`config.mk`:
```
export PLATFORM = sky130hd
export DESIGN_NAME = instruction_fetch
export DESIGN_NICKNAME = d
export VERILOG_FILES = /design/src/rtl/instruction_fetch.sv
export SDC_FILE = /design/constraint.sdc
export NUM_CORES = 1
export LEC_CHECK = 0
export CAP_MARGIN = 20
export CORE_MARGIN = 8
export CORE_UTILIZATION = 35
export CTS_BUF_LIST = sky130_fd_sc_hd__clkbuf_2
export CTS_CLUSTER_DIAMETER = 80
export CTS_CLUSTER_SIZE = 8
export DETAILED_ROUTE_END_ITERATION = 7
export PLACE_DENSITY_LB_ADDON = 0.08
export SETUP_SLACK_MARGIN = 0.2
export SLEW_MARGIN = 20
export SYNTH_ARGS = -nofsm -noshare
export SYNTH_HDL_FRONTEND = slang
export SYNTH_SLANG_ARGS = --single-unit
```
`constraint.sdc`:
```
create_clock -name clk -period 6.49 [get_ports clk]
set_clock_uncertainty 0.2 [all_clocks]
set_input_delay 0.649 -clock clk [delete_from_list [all_inputs] [get_ports clk]]
set_output_delay 0.649 -clock clk [all_outputs]
set_load 0.02 [all_outputs]
```
`src/rtl/instruction_fetch.sv`:
```
// Instruction fetch stage: drives a one-cycle-latency instruction memory, presents one
// registered instruction per cycle and handles stall, branch redirect and halt.
module instruction_fetch (
   input  logic        clk,
   input  logic        rst,
   input  logic        stall,
   input  logic        branch_taken,
   input  logic [8:0]  branch_offset,
   output logic [7:0]  imem_addr,
   input  logic [15:0] imem_rdata,
   output logic [15:0] instr,
   output logic [3:0]  opcode,
   output logic [8:0]  offset,
   output logic [6:0]  immediate,
   output logic [5:0]  nzimm,
   output logic [7:0]  pc_out,
   output logic        instr_valid,
   output logic        halted
);

   typedef enum logic [1:0] {StFill, StRun, StHalt} state_t;

   state_t      state_q, state_d;
   logic [7:0]  fetch_pc_q, fetch_pc_d;
   logic [7:0]  data_pc_q, data_pc_d;
   logic [15:0] instr_q, instr_d;
   logic [7:0]  pc_out_q, pc_out_d;
   logic        valid_q, valid_d;

   logic        advance;
   logic        redirect;
   logic [7:0]  target;

   assign advance  = !(valid_q && stall);
   assign redirect = branch_taken && valid_q && !stall;
   // 9-bit signed offset added to 8-bit pc; truncation gives the mod-256 wrap.
   assign target   = 8'(pc_out_q + branch_offset);

   always_comb begin
      state_d    = state_q;
      fetch_pc_d = fetch_pc_q;
      data_pc_d  = data_pc_q;
      instr_d    = instr_q;
      pc_out_d   = pc_out_q;
      valid_d    = valid_q;
      imem_addr  = data_pc_q;

      unique case (state_q)
         StFill: begin
            imem_addr  = fetch_pc_q;
            data_pc_d  = fetch_pc_q;
            fetch_pc_d = fetch_pc_q + 8'd1;
            state_d    = StRun;
         end
         StRun: begin
            if (redirect) begin
               // Wrong-path data on imem_rdata is dropped; this edge is the bubble.
               imem_addr  = target;
               data_pc_d  = target;
               fetch_pc_d = target + 8'd1;
               valid_d    = 1'b0;
            end else if (advance) begin
               imem_addr = fetch_pc_q;
               instr_d   = imem_rdata;
               pc_out_d  = data_pc_q;
               valid_d   = 1'b1;
               if (imem_rdata[15:12] == 4'hF) begin
                  // Freeze the address pointers so the halt word stays addressed.
                  state_d = StHalt;
               end else begin
                  data_pc_d  = fetch_pc_q;
                  fetch_pc_d = fetch_pc_q + 8'd1;
               end
            end else begin
               imem_addr = data_pc_q;
            end
         end
         StHalt: begin
            imem_addr = data_pc_q;
            if (!stall) begin
               valid_d = 1'b0;
            end
         end
         default: begin
            state_d = StFill;
         end
      endcase
   end

   always_ff @(posedge clk or posedge rst) begin
      if (rst) begin
         state_q    <= StFill;
         fetch_pc_q <= 8'h00;
         data_pc_q  <= 8'h00;
         instr_q    <= 16'h0000;
         pc_out_q   <= 8'h00;
         valid_q    <= 1'b0;
      end else begin
         state_q    <= state_d;
         fetch_pc_q <= fetch_pc_d;
         data_pc_q  <= data_pc_d;
         instr_q    <= instr_d;
         pc_out_q   <= pc_out_d;
         valid_q    <= valid_d;
      end
   end

   assign instr       = instr_q;
   assign opcode      = instr_q[15:12];
   assign offset      = instr_q[8:0];
   assign immediate   = instr_q[6:0];
   assign nzimm       = instr_q[5:0];
   assign pc_out      = pc_out_q;
   assign instr_valid = valid_q;
   assign halted      = (state_q == StHalt);

endmodule

```
* Word level (Yosys, flattened, before mapping)
Cells that the tools add are included.
Word-level totals: logic and storage cells 51, input bits 29, output and inout port bits 60, flip-flop bits (word level) 43
Operators by class: bitwise operators 3, mux-type cells 19, add/sub/neg operators 3, reductions and logical operators 11, equality and inequality tests 9
Operators by type and width (number):
- $mux 8 | 8
- $pmux 8 s2 | 3
- $add 8x1->8 const B | 2
- $reduce_and 3->1 | 3
- $add 8x8->8 | 1
- $ne 2x2->1 const B | 4
- $mux 2 | 3
- $ne 3x3->1 const B | 2
- $pmux 2 s3 | 1
- $eq 4x4->1 const B | 1
- $reduce_and 4->1 | 1
- $reduce_bool 2->1 | 2
- $logic_and 1x1->1 | 3
- $mux 1 | 3
- $not 1->1 | 3
- $eq 2x1->1 const B | 1
- $eq 2x2->1 const B | 1
- $logic_not 2->1 | 1
- $pmux 1 s2 | 1
- $logic_not 1->1 | 1

* Depth between registers and ports, before layout
Gate-level depths: netlist (run 1).
depth after elaboration 5, gate-level depth with buffers 8, gate-level depth less buffers 8

* Worst setup path after synthesis (run 1)
Ideal clock, no wire load.
path type input to output, from input port branch_offset[0], to output port imem_addr[4], data arrival time 2.351 ns, path buffers 0, required time 5.641 ns, path slack 3.290 ns, stages on the path 7, cell sequence ha_1 fa_1 a21o_2 a211oi_1 nor2_1 a222oi_1 inv_1
On the way: longest elaborated chain between the ends 3
Ends and longest elaborated chain:
- from (decl) | RTL line 8 | input logic [8:0] branch_offset,
- $add 8x8->8 | RTL line 37 | assign target = 8'(pc_out_q + branch_offset);
- $mux 8 | RTL line 56 | if (redirect) begin
- $pmux 8 s2 | RTL line 48 | unique case (state_q)
- to (decl) | RTL line 9 | output logic [7:0] imem_addr,
No other way between the ends.

* Worst setup path in the final report (run 1)
Ends and elaborated chain as after synthesis.

==> impl_metrics.ini, run 1 <==
[floorplan]
die_h_um = 102
die_x_um = 102
io-pin-count = 89
dieArea_mm2 = 0.0105
core_mm2 = 0.00725
initial_core_util = 0.361
rows = 31

[synth]
yosysSeqAreaShare = 0.411
synth_area_leader_cell = dfrtp_1
ys_ff_latch = 43
ys.flop_type = dfrtp_1
synth_top_area_frac = 0.411
yosys_warnings = 0
synth_area_mm2 = 0.00262
yosysUniqueCellTypes = 53
synth_enable_flop_cells = 0
synth_cells = 257
synthesis.nets = 296
synthTopCellsByArea = dfrtp_1, mux2_2, buf_4, ha_1, a21oi_1
syn_area_per_cell_um2 = 10.2
async_flop_share = 1.00

[worst_setup_path]
crit_end = imem_addr[4]
crit_chain = clkdlybuf4s50_1 -> ha_1 -> fa_1 -> a21o_2 -> a211oi_1 -> nor2_1 -> a222oi_1 -> inv_1 -> clkdlybuf4s50_1
worst-path-buf-inv = 3
critPathCaptureType = primary output
required_ns = 5.64
timing.rr.end = fetch_pc_q[6]
worstSetupStartpoint = branch_offset[0]
path_max_fanout = 4
ff2ff_setup_slack_ns = 3.67
worstSetupPathType = input port to primary output
path_depth = 9
rr_worst_depth = 8
worstReg2RegStart = pc_out[0]
path_common_cell = clkdlybuf4s50_1
crit_family = buffers and inverters
slowest_stage = clkdlybuf4s50_1
cp-start-kind = input port
max_stage_delay_ns = 0.55
arrival_ns = 3.42

[global_routing]
grt_usage = 0.124
grt_antenna_before_repair = 0
overflow = 0
grt_pass1_vias = 2100
grt_max_degree = 44
grt_pass1_wl_um = 10300

[route]
drcViolationCount = 0
dr.pass1.iters = 4
routed_wl_um = 6540
drt_iter0_drc = 60
vias = 2099
avgViaCountPerCell = 5.02
wl_per_cell_um = 15.6
ant_nets = 0

[placed_design]
dp_hpwl_um = 4770
gpl.final_weighted_congestion = 0.738
preCtsSetupSlack_ns = 2.20
portBuffers = 87

[clocking]
numCtsBuffers = 5
clk_pin_slew_ns = 0.22
h-tree-depth = 2
clock_latency_ns = 0.43
cts_tree = done
cts.repair.resized = 0
cts.path.max_buffers = 2
clock_sinks = 43
holdBufCountCts = 0
cts-root-buf = clkbuf_2
postCtsSetupBuffers = 0

[layout]
drive_gt1_frac = 0.144
area_growth_syn_to_layout_pct = 31.1
layout_commonest_cell = clkdlybuf4s50_1
antenna_cells = 0
nets = 357
final_cell_mix = clkdlybuf4s50_1, dfrtp_1, mux2_2
fillers = 737

[pwr]
swShare = 0.440
p_per_area_mw_per_mm2 = 413
combPwrFrac = 0.594
switchingPower_uw = 622
worst_ir_drop_vdd_uv = 180
p_clk_frac = 0.085
p_leak_nw = 1.41
cell_internal_pwr_uw = 793
seq_power_share = 0.321

[timing]
final-hold-violation-count = 0
worstMarginPinSlew_ns = 0.973
timing.final.crit_period_ns = 4.27
fin_setup_tns_ns = 0
setup_viol = 0
max_freq_ghz = 0.234
slew_viol_final = 0
hold-worst-slack_ns = 0.337
relSlewSlack = 0.348
fin_crit_sh = 0.658
rsz0062_at_grt = no
setup_ws_ns = 2.22

[run_status]
status = finished clean

[flow_run]
maxCapViolations = 0

[hold_path]
hp-class = flip-flop to flip-flop
cells by family (layout without fill, tap and decap cells):
group / count (synthesis) / count (layout) / share of synthesized area
flops: 43 / 43 / 0.411
simple gates: 64 / 64 / 0.121
fa+ha+maj: 10 / 10 / 0.0507
buf+inv: 43 / 105 / 0.108
mux: 25 / 25 / 0.107
xor+xnor: 9 / 9 / 0.0330
compound gates: 63 / 63 / 0.169
cell type report:
class	instances	area, µm²	share of cell area
repair buffers	90	893	0.261
multi-input cells	171	1270	0.369
clock buffers	6	30.0	0.00876
clock inverters	2	12.5	0.00365
flip-flops and latches	43	1080	0.314
well taps	99	124	0.0361
inverters	7	26.3	0.00766
per-layer routing:
metal	routed length (µm)	vias up	share of wire	global-route usage
li1	-	1032	-	-
met1	2850	1000	0.44	0.145
met2	3170	60	0.48	0.214
met3	460	7	0.070	0.0368
met4	54	0	0.0083	0.0339
met5	0	-	0	0
per-stage QoR:
step | utilization | power [mW] | cell area [µm²] | std cells
floorplan | - | 1.03 | 2620 | 257
global placement | 0.467 | 1.31 | 3390 | 410
detailed placement | 0.467 | 1.31 | 3390 | 410
CTS | 0.473 | 1.44 | 3430 | 418
global route | 0.473 | 1.53 | 3430 | 418
finish | 0.473 | 1.42 | 3430 | 418
power groups by stage:
stage	Clock, mW	Combinational (mW)	Sequential, mW
6_report	0.120	0.841	0.455
5_1_grt	0.143	0.918	0.471
4_1_cts	0.128	0.856	0.457
3_5_place_dp	0	0.851	0.463
3_3_place_gp	0	0.846	0.460
2_1_floorplan	0	0.530	0.496
flip-flops by register name, indices dropped and copies added, names as in the netlist:
signal / flops
instr: 16
data_pc_q: 8
fetch_pc_q: 8
pc_out: 8
state_q: 2
instr_valid: 1
synthesized netlist by cell type, types with 2 or more instances:
| master | n |
|---|---|
| dfrtp_1 | 43 |
| buf_4 | 26 |
| mux2_2 | 23 |
| nand2_1 | 19 |
| nor2_1 | 18 |
| a21oi_1 | 15 |
| o21ai_0 | 11 |
| ha_1 | 9 |
| a31oi_1 | 7 |
| inv_1 | 7 |
| clkbuf_1 | 6 |
| xor2_1 | 5 |
| a211oi_1 | 4 |
| a221o_1 | 4 |
| nand3_1 | 4 |
| nand4_1 | 4 |
| a222oi_1 | 3 |
| and2_1 | 3 |
| and3_1 | 3 |
| xnor2_1 | 3 |
| a22oi_1 | 2 |
| buf_2 | 2 |
| clkbuf_8 | 2 |
| mux2i_1 | 2 |
| nand3b_1 | 2 |
| nor2b_1 | 2 |
| nor3_1 | 2 |
worst min path at each step:
stage | startpoint | end | slack [ns] | depth (start not counted)
2_1_floorplan | state_q[1] | state_q[0] | 0.29 | 1
3_3_place_gp | instr[10] | instr[10] | 0.29 | 1
3_5_place_dp | instr[10] | instr[10] | 0.30 | 1
4_1_cts | instr[10] | instr[10] | 0.35 | 1
5_1_grt | instr[10] | instr[10] | 0.37 | 1
6_report | instr[10] | instr[10] | 0.34 | 1
Note: power is estimated with default switching activity, not from simulation.
==> run 2, diff against run 1 <==
Clock period 6.49 ns to 4.2 ns, I/O delays scaled along.
==> run 2 against run 1 <==
Critical path depth is the same. Routed wire length increased by 1.9%. Power is 59% higher. Utilization rose by 0.59 points. Hold slack lost 0.0034 ns. Clock-buffer cell count unchanged. First-iteration DRC count up 30%. Cell count grew 0.48%. Non-clock buffer count grew 3. Cell area rose by 1.2%. Via count rose by 0.67%. Sequential power rose by 55%. Critical endpoint is now imem_addr[7]. Largest power group unchanged.
==> impl_metrics.ini, run 2 (synthesized netlist as in run 1, its figures left out) <==
[run_status]
status = finished clean

[timing]
fin_crit_sh = 0.886
final-hold-violation-count = 0
slew_viol_final = 0
worstMarginPinSlew_ns = 0.816
fin_setup_tns_ns = 0
setup_viol = 0
timing.final.crit_period_ns = 3.72
relSlewSlack = 0.452
rsz0062_at_grt = no
max_freq_ghz = 0.269

[route]
dr.pass1.iters = 4
routed_wl_um = 6660
vias = 2113
met1_length_um = 2850
drcViolationCount = 0
avgViaCountPerCell = 5.03
route.met2.wl_um = 3230
route.met3.wl_um = 466
routed.top_layer = met4
drt_iter0_drc = 78
ant_nets = 0
wl_per_cell_um = 15.8

[worst_setup_path]
rr_worst_depth = 8
worstSetupPathType = input port to primary output
timing.rr.end = fetch_pc_q[6]
worst-path-buf-inv = 2
critPathCaptureType = primary output
required_ns = 3.58
max_stage_delay_ns = 0.62
arrival_ns = 3.10
ff2ff_setup_slack_ns = 1.39
worstReg2RegStart = pc_out[0]
path_max_fanout = 2
crit_family = buffers and inverters
crit_chain = clkdlybuf4s50_1 -> ha_1 -> a211oi_1 -> o21ai_4 -> o31ai_1 -> xnor2_1 -> nand2_1 -> nand2_1 -> clkdlybuf4s50_1
cp-start-kind = input port
slowest_stage = clkdlybuf4s50_1

[clocking]
clock_latency_ns = 0.40
clk_pin_slew_ns = 0.22
h-tree-depth = 2
cts_tree = done
cts-root-buf = clkbuf_2
numCtsBuffers = 5
clock_sinks = 43
postCtsSetupBuffers = 0
cts.path.max_buffers = 2

[floorplan]
die_x_um = 102
rows = 31
die_h_um = 102
io-pin-count = 89
initial_core_util = 0.361
dieArea_mm2 = 0.0105
core_mm2 = 0.00725

[pwr]
worst_ir_drop_vdd_uv = 346
p_leak_nw = 1.43
power_mw = 2.25
p_per_area_mw_per_mm2 = 648

[global_routing]
grt_usage = 0.127
overflow = 0
grt_pass1_vias = 2132
grt_antenna_before_repair = 0
grt_max_degree = 34
grt_pass1_wl_um = 10500

[layout]
antenna_cells = 0
postLayoutCoreUtil = 0.479
largest_reg_flops = 16
layout_commonest_cell = clkdlybuf4s50_1
final_cell_mix = clkdlybuf4s50_1, dfrtp_1, mux2_2
area_growth_syn_to_layout_pct = 32.7
drive_gt1_frac = 0.146
nets = 360

[flow_run]
maxCapViolations = 0

[placed_design]
dp_hpwl_um = 4990
portBuffers = 87
gpl.final_weighted_congestion = 0.785

[hold_path]
min-delay-start = instr[11]
hold_depth = 1
hold-path-endpoint = instr[11]
hp-class = flip-flop to flip-flop
==> run 2: per-stage QoR <==
stage	worst slack (ns)	std cells	hold WS, ns	area [µm²]
2_1_floorplan	1.40	257	0.288	2620
3_3_place_gp	0.389	412	0.286	3400
3_5_place_dp	0.386	412	0.292	3400
4_1_cts	0.313	420	0.338	3470
5_1_grt	0.236	420	0.362	3470
6_report	0.478	420	0.334	3470
==> run 2: per-layer routing <==
layer / up-vias / global-route usage
met1: 1015 / 0.150
met2: 59 / 0.215
li1: 1030 / -
met4: 0 / 0.0418
met5: - / 0
met3: 9 / 0.0354
==> run 2: worst max path at each step <==
stage / startpoint / endpoint / slack [ns] / cells past startpoint
2_1_floorplan: pc_out[0] / imem_addr[4] / 1.40 / 7
3_3_place_gp: branch_offset[0] / imem_addr[4] / 0.39 / 9
3_5_place_dp: branch_offset[0] / imem_addr[4] / 0.39 / 9
4_1_cts: pc_out[0] / imem_addr[4] / 0.31 / 8
5_1_grt: pc_out[0] / imem_addr[4] / 0.24 / 8
6_report: branch_offset[1] / imem_addr[7] / 0.48 / 9
==> run 2: area by class of cell <==
cell class / instances / area, µm²
fillers: 722 / 3780
flip-flops and latches: 43 / 1080
well taps: 99 / 124
multi-input cells: 171 / 1270
repair buffers: 93 / 918
inverters: 7 / 26.3
clock inverters: 1 / 30.0
clock buffers: 6 / 30.0
==> run 2: power breakdown <==
group | internal, mW | total, mW | switching (mW) | leakage, nW
Clock | 0.100 | 0.236 | 0.136 | 0.0391
Combinational | 0.631 | 1.31 | 0.676 | 0.899
Sequential | 0.557 | 0.704 | 0.147 | 0.495
Total | 1.29 | 2.25 | 0.959 | 1.43
==> run 2: what timing repair did <==
action / in CTS / in global routing
gates resized for setup: 0 / 1
hold endpoints to repair: 3 / 0
hold buffers: 1 / 0
endpoints found under the setup margin: 0 / 1
